File: config.mk
export PLATFORM = sky130hd
export DESIGN_NAME = rld_app_traffic_gen
export DESIGN_NICKNAME = d
export VERILOG_FILES = /design/src/rtl/rld_app_traffic_gen.sv
export SDC_FILE = /design/constraint.sdc
export NUM_CORES = 1
export LEC_CHECK = 0
export ABC_AREA = 1
export BUFFER_PORTS_ARGS = -buffer_cell sky130_fd_sc_hd__buf_2
export CAP_MARGIN = 20
export CORE_MARGIN = 2
export CORE_UTILIZATION = 40
export CTS_CLUSTER_DIAMETER = 80
export DETAILED_ROUTE_END_ITERATION = 10
export PLACE_DENSITY = 0.68
export RECOVER_POWER = 50
export REMOVE_ABC_BUFFERS = 1
export SLEW_MARGIN = 5
export SYNTH_ARGS = -nofsm -noshare
export SYNTH_HDL_FRONTEND = slang
export SYNTH_SLANG_ARGS = --single-unit
File: constraint.sdc
create_clock -name sysClk -period 2.4 [get_ports sysClk]
set_clock_uncertainty 0.1 [all_clocks]
set_input_delay 0.12 -clock sysClk [delete_from_list [all_inputs] [get_ports sysClk]]
set_output_delay 0.12 -clock sysClk [all_outputs]
set_load 0.01 [all_outputs]
File: src/rtl/rld_app_traffic_gen.sv
// Application-side traffic generator for the RLDRAM-II controller user FIFOs.
// Each pass writes a deterministic pattern over NUM_CMDS bursts, reads them
// back in order, and compares every returned word. It reports error and pass
// counts, plus a read-data watchdog.
module rld_app_traffic_gen #(
  parameter int RL_DQ_WIDTH  = 72,
  parameter int APP_AD_WIDTH = 26,
  parameter int BASE_ADDR    = 0,
  parameter int ADDR_STRIDE  = 4,
  parameter int NUM_CMDS     = 256,
  parameter int TIMEOUT      = 4096,
  parameter int LOOP         = 1
) (
  input  logic                       sysClk,
  input  logic                       sysRst_n,
  input  logic                       start,
  input  logic                       app_init_done,
  output logic                       app_cmd_valid,
  input  logic                       app_cmd_ready,
  output logic                       app_cmd_wr,
  output logic [APP_AD_WIDTH-1:0]    app_addr,
  output logic                       app_wdata_valid,
  input  logic                       app_wdata_ready,
  output logic [2*RL_DQ_WIDTH-1:0]   app_wdata,
  input  logic                       app_rdata_valid,
  input  logic [2*RL_DQ_WIDTH-1:0]   app_rdata,
  output logic                       busy,
  output logic                       done,
  output logic                       pass,
  output logic                       timeout,
  output logic [15:0]                err_count,
  output logic [7:0]                 pass_count
);
  localparam int DW  = 2*RL_DQ_WIDTH;
  localparam int WDW = (TIMEOUT > 1) ? $clog2(TIMEOUT) : 1;
  localparam logic [16:0] NWORDS = 17'(2*NUM_CMDS);
  localparam logic [15:0] LAST   = 16'(NUM_CMDS-1);
  localparam logic [APP_AD_WIDTH-1:0] BASE = APP_AD_WIDTH'(BASE_ADDR);
  localparam logic [APP_AD_WIDTH-1:0] STEP = APP_AD_WIDTH'(ADDR_STRIDE);

  typedef enum logic [2:0] {
    S_IDLE, S_WAIT_INIT, S_WR_D0, S_WR_D1, S_WR_CMD, S_RD_CMD, S_WAIT_RD, S_DONE
  } state_t;

  state_t                  state_q, state_d;
  logic [15:0]             idx_q, idx_d;
  logic [APP_AD_WIDTH-1:0] addr_q, addr_d;
  logic                    pend_q, pend_d;
  logic [16:0]             rcnt_q, rcnt_d;
  logic [WDW-1:0]          wd_q, wd_d;
  logic                    timeout_q, timeout_d;
  logic                    ign_q, ign_d;
  logic                    mism_q, mism_d;
  logic                    spur_q, spur_d;
  logic [15:0]             err_q, err_d;
  logic [7:0]              pc_q, pc_d;

  logic vld, in_rd, rd_ok, wd_expire;
  logic [DW-1:0] exp_word;

  // 16-bit seed {idx, beat} ^ {pass, 8'h00}, replicated across the user word.
  function automatic logic [DW-1:0] pattern(input logic [14:0] idx, input logic beat,
                                            input logic [7:0] pcnt);
    logic [15:0]   v;
    logic [DW-1:0] w;
    v = {idx, beat} ^ {pcnt, 8'h00};
    for (int k = 0; k < DW; k++) w[k] = v[k % 16];
    return w;
  endfunction

  // A valid once raised stays up until accepted, even if init_done drops.
  assign vld = (state_q inside {S_WR_D0, S_WR_D1, S_WR_CMD, S_RD_CMD}) &&
               (app_init_done || pend_q);
  assign app_cmd_valid   = vld && (state_q inside {S_WR_CMD, S_RD_CMD});
  assign app_wdata_valid = vld && (state_q inside {S_WR_D0, S_WR_D1});
  assign app_cmd_wr      = (state_q == S_WR_CMD);
  assign app_addr        = addr_q;
  assign app_wdata       = pattern(idx_q[14:0], state_q == S_WR_D1, pc_q);
  assign busy            = (state_q != S_IDLE) && (state_q != S_DONE);
  assign done            = (state_q == S_DONE);
  assign pass            = done && (err_q == 16'h0) && !timeout_q;
  assign timeout         = timeout_q;
  assign err_count       = err_q;
  assign pass_count      = pc_q;

  assign in_rd    = (state_q == S_RD_CMD) || (state_q == S_WAIT_RD);
  assign rd_ok    = app_rdata_valid && in_rd && (rcnt_q < NWORDS);
  assign exp_word = pattern(rcnt_q[15:1], rcnt_q[0], pc_q);

  // Read check stage and watchdog; read issues also restart the idle count.
  always_comb begin
    mism_d    = rd_ok && (app_rdata != exp_word);
    spur_d    = app_rdata_valid && !rd_ok && !ign_q;
    wd_d      = '0;
    wd_expire = 1'b0;
    if (in_rd && !app_rdata_valid && !(app_cmd_valid && app_cmd_ready)) begin
      if (wd_q == WDW'(TIMEOUT-1)) wd_expire = 1'b1;
      else                         wd_d      = wd_q + 1'b1;
    end
  end

  // Sequencer next-state and counter updates.
  always_comb begin
    state_d   = state_q;
    idx_d     = idx_q;
    addr_d    = addr_q;
    pc_d      = pc_q;
    timeout_d = timeout_q;
    ign_d     = ign_q;
    pend_d    = (app_cmd_valid && !app_cmd_ready) || (app_wdata_valid && !app_wdata_ready);
    rcnt_d    = rd_ok ? rcnt_q + 17'd1 : rcnt_q;
    err_d     = ((mism_q || spur_q) && err_q != 16'hFFFF) ? err_q + 16'd1 : err_q;
    case (state_q)
      S_IDLE: if (start) begin
        state_d = S_WAIT_INIT; err_d = '0; timeout_d = 1'b0;
      end
      S_WAIT_INIT: if (app_init_done) begin
        state_d = S_WR_D0; idx_d = '0; addr_d = BASE;
      end
      S_WR_D0: if (app_wdata_valid && app_wdata_ready) state_d = S_WR_D1;
      S_WR_D1: if (app_wdata_valid && app_wdata_ready) state_d = S_WR_CMD;
      S_WR_CMD: if (app_cmd_valid && app_cmd_ready) begin
        if (idx_q == LAST) begin
          state_d = S_RD_CMD; idx_d = '0; addr_d = BASE; rcnt_d = '0; ign_d = 1'b0;
        end else begin
          state_d = S_WR_D0; idx_d = idx_q + 16'd1; addr_d = addr_q + STEP;
        end
      end
      S_RD_CMD: if (app_cmd_valid && app_cmd_ready) begin
        if (idx_q == LAST) state_d = S_WAIT_RD;
        else begin
          idx_d = idx_q + 16'd1; addr_d = addr_q + STEP;
        end
      end
      S_WAIT_RD: if (rcnt_q == NWORDS) state_d = S_DONE;
      S_DONE: begin
        if ((LOOP != 0) && pass) begin
          state_d = S_WR_D0; idx_d = '0; addr_d = BASE; pc_d = pc_q + 8'd1; err_d = '0;
        end else if (start) begin
          state_d = S_WAIT_INIT; err_d = '0; timeout_d = 1'b0;
        end
      end
      default: state_d = S_IDLE;
    endcase
    // Watchdog abort: late returns are ignored until the next read phase.
    if (wd_expire) begin
      state_d = S_DONE; timeout_d = 1'b1; ign_d = 1'b1; pend_d = 1'b0;
    end
  end

  // State and counter registers.
  always_ff @(posedge sysClk or negedge sysRst_n) begin
    if (!sysRst_n) begin
      state_q   <= S_IDLE;
      idx_q     <= '0;
      addr_q    <= '0;
      pend_q    <= 1'b0;
      rcnt_q    <= '0;
      wd_q      <= '0;
      timeout_q <= 1'b0;
      ign_q     <= 1'b1;
      mism_q    <= 1'b0;
      spur_q    <= 1'b0;
      err_q     <= '0;
      pc_q      <= '0;
    end else begin
      state_q   <= state_d;
      idx_q     <= idx_d;
      addr_q    <= addr_d;
      pend_q    <= pend_d;
      rcnt_q    <= rcnt_d;
      wd_q      <= wd_d;
      timeout_q <= timeout_d;
      ign_q     <= ign_d;
      mism_q    <= mism_d;
      spur_q    <= spur_d;
      err_q     <= err_d;
      pc_q      <= pc_d;
    end
  end
endmodule

==> impl_results.md <==
- Status: complete, but fails checks
- Violations in the final reports: capacitance limit, slew limit
- Hold Path Depth: 3
- Main flop type after synthesis: dfrtp_1
- Pleak: 5.61 nW
- Library cells used by synthesis: 39
- Worst r2r dst: mism_q
- CP required: 2.55 ns
- Critical Path End Type: flop
- R2R cell count: 11
- Simple-gate portion of the synthesized area: 0.338
- Mean Syn Cell Area: 6.50 um2
- Final antenna-violating net count: 0
- Synth Area in Adders: 0.0153
- Count of flip-flops with a built-in enable after synthesis: 0
- Most frequent cells in the layout: nand2_1, buf_2, inv_1, nor2_1, nand3_1
- Placeable core area: 0.0220 mm2
- Fmax achieved: 457 MHz
- Post-Place Cells: 1885
- DR iter-0 viols: 635
- Vias per Instance: 4.85
- Hold Path Origin: app_cmd_ready
- Worst Path Arrival: 2.34 ns
- Final worst setup slack: 0.211 ns
- Initial core utilization: 0.411
- Synthesized flop and latch total: 101
- Total Nets Final: 1783
- R2R Path Start: pass_count[4]
- Max-slew violations: 29
- Die ar.: 0.0238 mm2
- I/O pins: 352
- DRT Pass-1 Iters: 5
- Sequential fraction of the synthesis area: 0.280
- CTS tree: yes
- Tcrit/Tclk final: 0.912
- Pwr/cell area: 542 mW/mm2
- Most common cell after layout, fill and taps aside: nand2_1
- Hpwl dp: 21.4 mm
- Cell taking the most area after synthesis: dfrtp_1
- Final min period: 2.19 ns
- Peak VDD IR: 0.405 mV
- Worst path max stage delay: 0.50 ns
- Buffers on Ports: 349
- Post-synthesis instance area: 0.00902 mm2
- Finished Cell Area: 0.0104 mm2
- Clk buf depth: 2
- Clock Tree Root: clkbuf_16
- Largest family of logic cells by synthesized area: simple AND/OR/NAND/NOR gates
- Vias: 9244
- Gpl congestion: 0.877
- Setup violators final: 0
- Post-synthesis mux area share: 0
- RSZ-0062 raised after global routing: no
- Synth Area in XOR/XNOR: 0.0942
- DIE WIDTH: 154 um
- Worst-path clk slew: 0.08 ns
- Antenna violations before repair: 1
- Worst-path cell chain: inv_1 > nand2_1 > nand2_1 > o21ai_0 > nand2_1 > nor2_1 > nand2_1 > nor2_1 > nand3_1 > nor2_1 > nor2_1
- Hold Crit Endpoint: pend_q
- Worst Hold Class: in2reg
- Synth async-reset ratio: 1.00
- Share of the synthesized area in the top cell type: 0.277
- Area Growth Syn to Fin: 15.7%
- First-pass GRT wire length: 41.7 mm
- Routed wire per std cell: 14.0 um
- Clk Latency, worst-skew pair: 0.36 ns
- CP Launch Type: flop
- Congestion Overflow GR: 0
- Gr usage total: 0.216
- CP max FO: 7
- Final Hold Vio Count: 0
- Post-Synthesis Cells: 1388
- # rows: 54
- Clock Sinks: 101
- Layout cells sized above 1: 0.203
- Routed wire length: 26.6 mm
- Synth warn: 0
- Number of global-route vias before repair: 8359
- CP max-delay cell: dfrtp_1
- Critical path type: reg2reg
- Worst-margin pin slew: 1.77 ns
- Compound-Gate Fraction of Synth Area: 0.0695
- Die Ht: 154 um
- Largest net degree at the start of global routing: 39
- Pre-CTS WS: 0.162 ns
- Worst slew margin: -0.178
- CTS H-tree depth: 3
- Maxcap violations: 1
- Fin cells: 1907
- DP Area: 0.0102 mm2
- Drc violations: 0
- Synth area leaders: dfrtp_1, nand2_1, buf_4
- Worst R2R Setup Slack: 0.21 ns
- Number of CTS-inserted buffers: 9
-- state kept, by name (all words and copies together) (netlist names), 3 cells and up --
| signal | count |
|---|---|
| err_count | 16 |
| idx_q | 16 |
| app_addr | 24 |
| wd_q | 12 |
| state_q | 3 |
| pass_count | 8 |
| rcnt_q | 17 |
-- repair_timing --
action,CTS,global route
hold buffers,4,0
endpoints found under the hold margin,67,0
buffers inserted,0,0
endpoints found under the setup margin,0,8
gates resized for setup,0,2
-- synth_stat cells, types with 3 or more instances --
| cell type | n |
|---|---|
| nor2_1 | 148 |
| nand3_2 | 4 |
| nor2_2 | 4 |
| nand2_2 | 3 |
| nand3b_1 | 3 |
| nand2_1 | 379 |
| clkbuf_1 | 8 |
| inv_2 | 4 |
| o21a_1 | 3 |
| or2_2 | 8 |
| a21oi_1 | 51 |
| dfrtp_1 | 100 |
| xor2_1 | 56 |
| nor4_1 | 6 |
| buf_2 | 17 |
| o21ai_1 | 5 |
| nand4_1 | 21 |
| nor3_1 | 29 |
| inv_1 | 167 |
| o21ai_0 | 57 |
| xnor2_1 | 41 |
| nand3_1 | 104 |
| ha_1 | 11 |
| buf_4 | 139 |
-- routing by layer --
layer / part of all wire / vias up / track usage
met5: 0 / - / 0
met4: 0.015 / 0 / 0.0472
met3: 0.067 / 24 / 0.0457
met2: 0.49 / 317 / 0.382
met1: 0.43 / 4247 / 0.271
li1: - / 4656 / -
-- logic make-up after synthesis --
logic type,count (synthesis)
AOI/OAI and AO/OA,121
other,1
DFF,101
adders and majority gates,11
xor gates and xnor gates,97
buffers and inverters,338
and+or+nand+nor,719
-- worst max-delay path: cells and delay by family, from the launching register on --
family                 cells  cell delay, ns
and+or+nand+nor            9            1.06
AOI/OAI and AO/OA          1            0.26
DFF                        1            0.50
buffers and inverters      1            0.14
-- worst max-delay path by stage --
stage             startpoint      endpoint  slack, ns  depth (start not counted)
2_1_floorplan     state_q[1]    state_q[2]      -0.77                          7
3_3_place_gp      state_q[1]  app_addr[23]       0.24                         15
3_5_place_dp      state_q[1]  app_addr[20]       0.16                         15
4_1_cts           state_q[1]  app_addr[20]       0.16                         15
5_1_grt          app_addr[2]  app_addr[18]      0.005                         11
6_report       pass_count[4]        mism_q       0.21                         11
-- cell type report --
cell class / instances / area (um2)
Fill cell: 2335 / 11500
Multi-Input combinational cell: 950 / 4670
Sequential cell: 101 / 2530
Timing Repair Buffer: 388 / 1950
Inverter: 171 / 642
Tap cell: 280 / 350
Clock buffer: 9 / 225
Clock inverter: 7 / 62.6
Antenna cell: 1 / 2.50
-- report_power, final --
| group | switching, W | internal [W] | total (W) |
|---|---|---|---|
| Sequential | 0.000150 | 0.00178 | 0.00193 |
| Combinational | 0.00138 | 0.000885 | 0.00227 |
| Clock | 0.000725 | 0.000730 | 0.00145 |
-- through the flow --
stage,hold slack (ns),setup TNS (ns),utilization,power (W)
after floorplan,-0.276,-29.52,-,0.00327
after global placement,-0.0192,0,0.465,0.00417
after detailed placement,-0.0179,0,0.465,0.00418
after CTS,0.0217,0,0.480,0.00567
after global routing,0.0525,0,0.475,0.00606
final,0.0426,0,0.475,0.00565
Note: power is estimated with default switching activity, not from simulation.
